`src/rtl/mem_port_arbiter_pkg.sv`:
```
// Shared encodings for the IF/MEM unified-memory port arbiter.
package mem_port_arbiter_pkg;

  typedef enum logic [1:0] {
    IDLE    = 2'd0,
    BUSY_IF = 2'd1,
    BUSY_DM = 2'd2
  } arb_state_e;

  localparam logic OWNER_IF = 1'b0;
  localparam logic OWNER_DM = 1'b1;

  localparam int                  FUNC3_W    = 3;
  localparam logic [FUNC3_W-1:0]  FUNC3_WORD = 3'b010;

endpackage

```
`src/rtl/mem_arb_timer.sv`:
```
// Loadable down-counter; expire is high while the count sits at zero.
module mem_arb_timer #(
  parameter int WIDTH = 6
) (
  input  logic             clk,
  input  logic             rst_n,
  input  logic             load,
  input  logic [WIDTH-1:0] load_val,
  input  logic             en,
  output logic             expire
);

  logic [WIDTH-1:0] count_q;

  // NOTE: sequential state uses non-blocking assignments so every flop samples pre-edge values.
  always_ff @(posedge clk or negedge rst_n) begin
    if (!rst_n) begin
      count_q <= '0;
    end else if (load) begin
      count_q <= load_val;
    end else if (en && count_q != '0) begin
      count_q <= count_q - WIDTH'(1);
    end
  end

  assign expire = (count_q == '0);

endmodule

```
`src/rtl/mem_port_arbiter.sv`:
```
// Arbitrates the single-ported unified memory between instruction fetch and load/store,
// with data priority, an anti-starvation limit, fetch squash and a response timeout.
module mem_port_arbiter
  import mem_port_arbiter_pkg::*;
#(
  parameter int ADDR_W       = 32,
  parameter int DATA_W       = 32,
  parameter int MAX_DM_BURST = 4,
  parameter int TIMEOUT      = 64
) (
  input  logic               Clk,
  input  logic               Reset,
  input  logic               If_Req,
  input  logic [ADDR_W-1:0]  If_Addr,
  input  logic               If_Flush,
  output logic [DATA_W-1:0]  If_Rdata,
  output logic               If_Valid,
  input  logic               Dm_Req,
  input  logic               Dm_We,
  input  logic [FUNC3_W-1:0] Dm_Func3,
  input  logic [ADDR_W-1:0]  Dm_Addr,
  input  logic [DATA_W-1:0]  Dm_Wdata,
  output logic [DATA_W-1:0]  Dm_Rdata,
  output logic               Dm_Valid,
  output logic               Mem_Req,
  output logic               Mem_We,
  output logic [FUNC3_W-1:0] Mem_Func3,
  output logic [ADDR_W-1:0]  Mem_Addr,
  output logic [DATA_W-1:0]  Mem_Wdata,
  input  logic               Mem_Ready,
  input  logic [DATA_W-1:0]  Mem_Rdata,
  output logic               Stall_Pipe,
  output logic               Bus_Err
);

  localparam int TMR_W = (TIMEOUT > 2) ? $clog2(TIMEOUT) : 1;
  localparam int STV_W = $clog2(MAX_DM_BURST + 1);
  localparam logic [TMR_W-1:0] TMR_LOAD = TMR_W'(TIMEOUT - 1);
  localparam logic [STV_W-1:0] STV_MAX  = STV_W'(MAX_DM_BURST);

  arb_state_e       state_q, state_d;
  logic [STV_W-1:0] starve_q;
  logic             squash_q;
  logic             busy, done, timeout, tmr_expire;
  logic             turnaround, if_elig, dm_elig;
  logic             grant, grant_owner;

  // The completion cycle is a turnaround: no grant while either Valid is high, so a
  // requester that keeps Req up cannot be granted twice for one access.
  assign turnaround = If_Valid | Dm_Valid;
  assign if_elig    = If_Req & ~If_Flush & ~turnaround;
  assign dm_elig    = Dm_Req & ~turnaround;

  assign busy    = (state_q != IDLE);
  assign done    = busy & Mem_Ready;
  assign timeout = busy & ~Mem_Ready & tmr_expire;

  mem_arb_timer #(.WIDTH(TMR_W)) u_timer (
    .clk      (Clk),
    .rst_n    (Reset),
    .load     (grant),
    .load_val (TMR_LOAD),
    .en       (busy),
    .expire   (tmr_expire)
  );

  // NOTE: every always_comb output gets a default first, so no path can infer a latch.
  always_comb begin
    state_d     = state_q;
    grant       = 1'b0;
    grant_owner = OWNER_DM;
    unique case (state_q)
      IDLE: begin
        if (if_elig && (!dm_elig || starve_q == STV_MAX)) begin
          grant       = 1'b1;
          grant_owner = OWNER_IF;
          state_d     = BUSY_IF;
        end else if (dm_elig) begin
          grant   = 1'b1;
          state_d = BUSY_DM;
        end
      end
      BUSY_IF, BUSY_DM: begin
        if (done || timeout) state_d = IDLE;
      end
      default: state_d = IDLE;
    endcase
  end

  always_ff @(posedge Clk or negedge Reset) begin
    if (!Reset) begin
      state_q  <= IDLE;
      starve_q <= '0;
      squash_q <= 1'b0;
    end else begin
      state_q <= state_d;
      if (state_q == IDLE) begin
        if (!If_Req || (grant && grant_owner == OWNER_IF)) begin
          starve_q <= '0;
        end else if (grant && starve_q != STV_MAX) begin
          starve_q <= starve_q + STV_W'(1);
        end
      end
      if (state_q == BUSY_IF) begin
        if (Mem_Ready || timeout) squash_q <= 1'b0;
        else if (If_Flush)        squash_q <= 1'b1;
      end
    end
  end

  // NOTE: the datapath registers are reset as well, so every output reads 0 during reset.
  always_ff @(posedge Clk or negedge Reset) begin
    if (!Reset) begin
      Mem_Addr  <= '0;
      Mem_We    <= 1'b0;
      Mem_Func3 <= '0;
      Mem_Wdata <= '0;
      If_Rdata  <= '0;
      Dm_Rdata  <= '0;
      If_Valid  <= 1'b0;
      Dm_Valid  <= 1'b0;
      Bus_Err   <= 1'b0;
    end else begin
      if (grant) begin
        if (grant_owner == OWNER_IF) begin
          Mem_Addr  <= If_Addr;
          Mem_We    <= 1'b0;
          Mem_Func3 <= FUNC3_WORD;
          Mem_Wdata <= '0;
        end else begin
          Mem_Addr  <= Dm_Addr;
          Mem_We    <= Dm_We;
          Mem_Func3 <= Dm_Func3;
          Mem_Wdata <= Dm_We ? Dm_Wdata : '0;
        end
      end
      if (state_q == BUSY_IF && Mem_Ready) If_Rdata <= Mem_Rdata;
      if (state_q == BUSY_DM && Mem_Ready) Dm_Rdata <= Mem_Rdata;
      // A flush arriving together with Mem_Ready still squashes the fetch.
      If_Valid <= (state_q == BUSY_IF) & Mem_Ready & ~squash_q & ~If_Flush;
      Dm_Valid <= (state_q == BUSY_DM) & Mem_Ready;
      Bus_Err  <= timeout;
    end
  end

  assign Mem_Req = busy;

  // Gated by Reset so the stall also reads 0 while the core is held in reset.
  assign Stall_Pipe = Reset & ((If_Req & ~If_Valid) | (Dm_Req & ~Dm_Valid));

endmodule

```
`config.mk`:
```
export PLATFORM = sky130hd
export DESIGN_NAME = mem_port_arbiter
export DESIGN_NICKNAME = d
export VERILOG_FILES = /design/src/rtl/mem_port_arbiter_pkg.sv /design/src/rtl/mem_arb_timer.sv /design/src/rtl/mem_port_arbiter.sv
export SDC_FILE = /design/constraint.sdc
export NUM_CORES = 1
export LEC_CHECK = 0
export BUFFER_PORTS_ARGS = -buffer_cell sky130_fd_sc_hd__buf_2
export CORE_ASPECT_RATIO = 1.25
export CORE_MARGIN = 5
export CORE_UTILIZATION = 47
export DETAILED_ROUTE_END_ITERATION = 12
export GPL_TIMING_DRIVEN = 0
export MAX_ROUTING_LAYER = met4
export PLACE_DENSITY = 0.8
export SETUP_SLACK_MARGIN = 0.3
export SLEW_MARGIN = 10
export SYNTH_ARGS = -nofsm -noshare
export SYNTH_HDL_FRONTEND = slang
export SYNTH_HIERARCHICAL = 1
export SYNTH_SLANG_ARGS = --single-unit
```
`constraint.sdc`:
```
create_clock -name Clk -period 2.1 [get_ports Clk]
set_input_delay 0.21 -clock Clk [delete_from_list [all_inputs] [get_ports Clk]]
set_output_delay 0.21 -clock Clk [all_outputs]
set_load 0.01 [all_outputs]
```
==> reports/results.ini, run 1 <==
[layout]
fin_cells=960
num-fill-cells=918
multi_input_area_um2=2290
area_growth_pct=40.6
layout.nets=925
register_area_um2=3680
diodes=0
final_layout_size_suffix_gt1_frac=0.554

[floorplanning]
core-area_um2=12700
start_util=0.480
rows=46
io_pins=275
die_x_um=112
die_h_um=137
die-area_um2=15400

[placed_design]
gp_congestion=0.960
place_inst=915
portBuffers=274
preCtsSetupSlack_ns=0.146
place_hpwl_um=13500

[timing]
fin_skew_ns=0.0128
fin_crit_sh=0.878
fin_crit_ns=1.84
setup_ws_ns=0.256
finalSetupViolCount=0
finalHoldViolCount=0
rsz0062_at_grt=true
clock.fmax_mhz=542
slew_violations=0

[grt]
grt_first_pass_wirelength_um=27700
grt_start_max_net_pins=92
antenna_found_initial=0
grt_overflow=0
grt_pass1_vias=5374
track_usage=0.234

[synth]
yosysMostFrequentCell=dfrtp_1
yosysTopAreaCellShare=0.602
synth_cell_types=47
synthCells=467
synthTopCellsByArea=dfrtp_1 60%, mux2_2 12%, mux2i_1 5.4%
syn-cell-area_um2=6110
synth_warnings=6
synth_seq_area_share=0.602
ys_seq_elements=147
synth_edf_count=0
synth_flop_cell=dfrtp_1
synth_top_area_cell=dfrtp_1
synth_area_per_cell_um2=13.1
synth_commonest_cells=147 x dfrtp_1, 64 x mux2_2, 42 x nand2_1, 35 x a22o_1
ys_async_sr_fraction=1.00

[routing]
ant_nets=0
drt_wl_total_um=17800
dr.pass1.iters=4
drt-wirelength-per-cell_um=18.6
dr_total_vias=4997
route.detailed.drc=0
drt_iter0_markers=281
viasPerCell=5.21

[cts]
clockBufferDepth=2
cts_tree=built
cts.htree.levels=4
cts.clk_slew.worst_paths_ns=0.06
clock_latency_ns=0.41
cts_buffers=17
cts_num_sinks=147
cts_root_buf=clkbuf_16

[pwr]
total_power_w=0.0135
power_leakage_nw=4.40
cellPowerDensity_nw_per_um2=1570
vdd_ir_drop_max_mv=0.885

[critical_path]
cp_max_fo=3
critPathKind=reg -> reg
crit_required_ns=2.41
critPathArrivalTime_ns=2.16
cp-start-kind=flip-flop
critPathCaptureType=flip-flop

[job]
maxCapViolCount=0

[run_status]
outcome=finished, final reports clean

[hold_path]
hold_path.class=in -> reg

kinds of logic after synthesis:
family | count (synthesis) | share of synthesized area
mux | 97 | 0.172
compound gates | 97 | 0.111
flops | 147 | 0.602
simple gates | 76 | 0.0606
fa+ha+maj | 7 | 0.0143
buf+inv | 42 | 0.0389
other cells | 1 | 0.000614
final timing paths:
| kind | from | to | slack, ns | cells past startpoint |
|---|---|---|---|---|
| worst max-delay path | state_q[1] | u_timer/count_q[3] | 0.26 | 7 |
| worst min-delay path | Dm_Wdata[24] | Mem_Wdata[24] | 0.02 | 2 |
| worst min register to register | squash_q | If_Valid | 0.44 | 1 |
| min in group asynchronous | Reset | Dm_Rdata[26] | 0.30 | 2 |
| worst max register to register | state_q[1] | u_timer/count_q[3] | 0.26 | 7 |
| max in group asynchronous | Reset | Mem_Addr[3] | 0.98 | 3 |
flip-flops by register name (all words and copies together) (netlist names):
register         count
Bus_Err              1
Dm_Rdata            32
Dm_Valid             1
If_Rdata            32
If_Valid             1
Mem_Addr            32
Mem_Func3            3
Mem_Wdata           32
Mem_We               1
squash_q             1
starve_q             3
state_q              2
u_timer/count_q      6
final cells by class:
cell class / instances / share of cell area
plain buffers: 28 / 0.0293
clock buffers: 18 / 0.0500
clock inverters: 13 / 0.0176
inverters: 14 / 0.00758
multi-input cells: 283 / 0.266
flip-flops and latches: 147 / 0.428
well taps: 168 / 0.0245
repair buffers: 289 / 0.177
cells in the final DEF, fill, tap and decap left out, drive strengths merged, types with 5 or more instances in the layout:
cell type	count
dfrtp	147
a21oi	5
inv	17
clkbuf	25
conb	6
nand2	42
mux2	64
o21ai	37
mux2i	33
a22o	35
nor2	9
ha	7
buf	309
stage by stage:
step	area (um2)	util	hold slack (ns)	TNS, ns
6_report	8590	0.675	0.0152	0
5_1_grt	8590	0.675	0.00248	0
4_1_cts	8430	0.663	0.00357	0
3_5_place_dp	7770	0.611	0.213	0
3_3_place_gp	7730	0.608	0.422	-162.31
2_1_floorplan	6150	-	-0.0856	0
report_power, final:
part | switching [W] | leakage (nW) | internal [W]
Sequential | 0.000765 | 1.83 | 0.00422
Combinational | 0.00290 | 2.29 | 0.00263
Clock | 0.00121 | 0.270 | 0.00176
Total | 0.00488 | 4.40 | 0.00862
what timing repair did:
action	in CTS	in global routing
endpoints found under the hold margin	56	0
pin swaps	1	1
buffers inserted	5	8
endpoints found under the setup margin	35	125
hold buffers	1	0
gates cloned	0	0
resized for setup	12	31
critical path: stages, from the launching register on:
cell and delay [ns]:
dfrtp_1 0.38, inv_2 0.07, ha_4 0.16, buf_8 0.13, clkinv_8 0.04, or3b_4 0.38, or4_4 0.42, o211ai_1 0.19
layer usage:
layer	part of all wire	vias up	global-route usage
met5	0	-	-
met4	0.015	0	0.0688
met3	0.094	20	0.0800
met2	0.51	256	0.394
met1	0.38	2434	0.267
li1	-	2287	-
No activity file was read; power rests on OpenSTA's default activity.
==> run 2: changes to the inputs <==
--- a/config.mk
+++ b/config.mk
@@ -5,14 +5,15 @@
 export SDC_FILE = /design/constraint.sdc
 export NUM_CORES = 1
 export LEC_CHECK = 0
-export BUFFER_PORTS_ARGS = -buffer_cell sky130_fd_sc_hd__buf_2
 export CORE_ASPECT_RATIO = 1.25
 export CORE_MARGIN = 5
-export CORE_UTILIZATION = 47
+export CORE_UTILIZATION = 54
 export DETAILED_ROUTE_END_ITERATION = 12
+export DONT_BUFFER_PORTS = 1
 export GPL_TIMING_DRIVEN = 0
+export HOLD_SLACK_MARGIN = 0.05
 export MAX_ROUTING_LAYER = met4
-export PLACE_DENSITY = 0.8
+export PLACE_DENSITY = 0.69
 export SETUP_SLACK_MARGIN = 0.3
 export SLEW_MARGIN = 10
 export SYNTH_ARGS = -nofsm -noshare
==> run 2 against run 1 <==
Net effect:
- synthesized cell count stayed put
- the run now fails in 4_1_cts
- area after synthesis did not move
==> reports/results.ini, run 2 <==
[synth]
synth_area_per_cell_um2=13.1  ; unchanged
synth_warnings=6  ; unchanged
yosysTopAreaCellShare=0.602  ; unchanged
synth_commonest_cells=147 x dfrtp_1, 64 x mux2_2, 42 x nand2_1, 35 x a22o_1  ; unchanged
synth_cell_types=47  ; unchanged
synthCells=467  ; unchanged
ys_seq_elements=147  ; unchanged
ys_async_sr_fraction=1.00  ; unchanged
synth_top_area_cell=dfrtp_1  ; unchanged
syn-cell-area_um2=6110  ; unchanged
yosysMostFrequentCell=dfrtp_1  ; unchanged
synth_flop_cell=dfrtp_1  ; unchanged
synth_seq_area_share=0.602  ; unchanged
synthTopCellsByArea=dfrtp_1 60%, mux2_2 12%, mux2i_1 5.4%  ; unchanged
synth_edf_count=0  ; unchanged

[floorplanning]
die_h_um=129  ; was 137 um
die_x_um=105  ; was 112 um
io_pins=275  ; unchanged
rows=43  ; was 46
start_util=0.551  ; was 0.480

[run_status]
outcome=stopped before the end  ; was finished, final reports clean
lastStage=4_1_cts
tool.error=[ERROR RSZ-0060] Max buffer count reached.

[cts]
cts_root_buf=clkbuf_16  ; unchanged
cts.htree.levels=4  ; unchanged
cts_num_sinks=147  ; unchanged
clockBufferDepth=2  ; unchanged
postCtsSetupBuffers=6  ; was 5
post_cts_resized=13  ; was 12
cts_buffers=17  ; unchanged
cts_hold_buf=130  ; was 1

[placed_design]
place_hpwl_um=11500  ; was 13500 um
gp_congestion=0.877  ; was 0.960
portBuffers=0  ; was 274

## run 2: cell counts after synthesis
Identical to the previous run, type by type.
## run 2: logic make-up after synthesis
group | count (synthesis) | share of synthesized area
flops | 147 | 0.602
compound gates | 97 | 0.111
mux | 97 | 0.172
simple gates | 76 | 0.0606
buf+inv | 42 | 0.0389
fa+ha+maj | 7 | 0.0143
other cells | 1 | 0.000614
## run 2: stage by stage
stage | hold slack, ns | instance area (um2) | worst slack, ns | instances | util
floorplan | -0.0856 | 6150 | 0.262 | 472 | -
global placement | -0.0822 | 6320 | 0.158 | 607 | 0.570
detailed placement | -0.0823 | 6320 | 0.112 | 607 | 0.570
==> run 3: changes to the inputs <==
--- a/config.mk
+++ b/config.mk
@@ -5,16 +5,12 @@
 export SDC_FILE = /design/constraint.sdc
 export NUM_CORES = 1
 export LEC_CHECK = 0
-export CORE_ASPECT_RATIO = 1.25
 export CORE_MARGIN = 5
-export CORE_UTILIZATION = 54
+export CORE_UTILIZATION = 39
 export DETAILED_ROUTE_END_ITERATION = 12
 export DONT_BUFFER_PORTS = 1
 export GPL_TIMING_DRIVEN = 0
-export HOLD_SLACK_MARGIN = 0.05
-export MAX_ROUTING_LAYER = met4
-export PLACE_DENSITY = 0.69
-export SETUP_SLACK_MARGIN = 0.3
+export PLACE_DENSITY_LB_ADDON = 0.15
 export SLEW_MARGIN = 10
 export SYNTH_ARGS = -nofsm -noshare
 export SYNTH_HDL_FRONTEND = slang
==> run 3 against run 2 <==
Net effect:
- the flow now finishes, with violations (hold timing)
==> reports/results.ini, run 3 (synthesis gave the netlist of run 1 again) <==
[run_status]
outcome=finished, violations left  ; was stopped before the end
violations=hold timing

[placed_design]
place_inst=683  ; was 607
preCtsSetupSlack_ns=-0.263  ; was 0.112 ns
place_hpwl_um=11600  ; was 11500 um
portBuffers=0  ; unchanged
placed_cell_area_um2=6390  ; was 6320 um2
gp_congestion=0.779  ; was 0.877

[cts]
cts_root_buf=clkbuf_16  ; unchanged
cts.htree.levels=4  ; unchanged
cts_buffers=17  ; unchanged
cts.clk_slew.worst_paths_ns=0.06
clock_latency_ns=0.42
cts_num_sinks=147  ; unchanged
cts_hold_buf=130  ; unchanged
cts_tree=built
clockBufferDepth=2  ; unchanged
postCtsSetupBuffers=0  ; was 6

[grt]
grt_overflow=0
antenna_found_initial=1
met2_usage=0.315
grt_start_max_net_pins=149
grtUsageMet1=0.207
grt_pass1_vias=4914
grt_first_pass_wirelength_um=26700
use_met3=0.0854
track_usage=0.188
grt_busiest_layer=met2

[pwr]
vdd_ir_drop_max_mv=0.659
cellPowerDensity_nw_per_um2=1450
power_leakage_nw=3.67

[critical_path]
critPathCaptureType=flip-flop
crit_chain=inv_1 > ha_2 > inv_4 > or3b_1 > or4_1 > o211ai_1
critPathArrivalTime_ns=2.31
crit_required_ns=2.43
worstRegToRegCells=6
cp-start-kind=flip-flop
crit_path_top_delay_cell=or4_1
cp_max_fo=9
critical_path.max_stage_delay_ns=0.43
critPathKind=reg -> reg

[timing]
rsz0062_at_grt=false
fin_skew_ns=0.00701
clock.fmax_mhz=506
setup_ws_ns=0.122
finalHoldViolCount=147
finalSetupViolCount=0
fin_crit_sh=0.942
whs_ns=-0.506
slew_violations=0
fin_crit_ns=1.98

[layout]
num-fill-cells=1281
multi_input_area_um2=2210
design_area_um2=8290
mostFrequentLayoutCells=147 x dfrtp_1, 130 x dlygate4sd3_1, 64 x mux2_2, 42 x nand2_1, 35 x a22o_1
layout.nets=765
fin_cells=846
final_layout_size_suffix_gt1_frac=0.205
register_area_um2=3680
layout_commonest_cell=dfrtp_1
area_growth_pct=35.8

[routing]
ant_nets=0
drt_wl_total_um=17200
route.detailed.drc=0
dr.pass1.iters=4
viasPerCell=5.16
drt_iter0_markers=203
drt-wirelength-per-cell_um=20.3
dr_total_vias=4366

[floorplanning]
rows=45  ; was 43
die_x_um=135  ; was 105 um
io_pins=275  ; unchanged
start_util=0.400  ; was 0.551
core-area_um2=15300
die-area_um2=18300
die_h_um=135  ; was 129 um

[job]
maxCapViolCount=0

[hold_path]
hold_path.class=in -> async

run 3: final timing paths:
| path | startpoint | endpoint | slack, ns |
|---|---|---|---|
| worst min-delay path | Reset | Mem_Addr[28] | -0.51 |
| min in group Clk | Dm_Addr[14] | Mem_Addr[14] | 0.02 |
| worst min register to register | squash_q | If_Valid | 0.42 |
| worst max-delay path | state_q[0] | u_timer/count_q[3] | 0.12 |
| worst max register to register | state_q[0] | u_timer/count_q[3] | 0.12 |
| max in group asynchronous | Reset | u_timer/count_q[4] | 2.32 |
run 3: report_power, final:
group / leakage (nW) / internal (W) / total, W / switching [W]
sequential: 1.83 / 0.00423 / 0.00598 / 0.00176
combinational: 1.54 / 0.00158 / 0.00302 / 0.00144
clock: 0.289 / 0.00180 / 0.00303 / 0.00123
total: 3.67 / 0.00761 / 0.0120 / 0.00443
run 3: critical path: cells and delay by family (launching register included):
family                   cells  cell delay (ns)
AND/OR/NAND/NOR              2             0.85
flip-flops                   1             0.39
adder cells (fa/ha/maj)      1             0.27
buffers and inverters        2             0.20
AO/OA/AOI/OAI                1             0.18
run 3: area by class of cell:
type                       count  share of cell area
clock inverter                13              0.0178
clock buffer                  19              0.0534
tap                          211              0.0318
timing repair inverter         1            0.000905
multi-input combinational    283               0.267
buffer                        26              0.0214
sequential                   147               0.444
inverter                      14             0.00664
timing repair buffer         130               0.157
antenna                        2            0.000603
run 3: repair_timing:
action / 4_1_cts / 5_1_grt
endpoints found under the hold margin: 282 / 147
pin swaps: 0 / 0
gates resized for setup: 3 / 0
setup endpoints to repair: 3 / 2
cloned: 1 / 0
run 3: routing by layer:
metal | part of all wire | routed length, um
met5 | 0 | 0
met4 | 0.025 | 422
met3 | 0.11 | 1850
met2 | 0.50 | 8540
met1 | 0.37 | 6380
run 3: metrics by stage:
step	TNS [ns]	hold WS (ns)	total power [W]	utilization
2_1_floorplan	0	-0.0856	0.00783	-
3_3_place_gp	-0.432	-0.0801	0.00869	0.419
4_1_cts	0	-0.534	0.0122	0.544
6_report	0	-0.506	0.0120	0.544
5_1_grt	0	-0.538	0.0128	0.543
3_5_place_dp	-0.519	-0.0783	0.00882	0.419
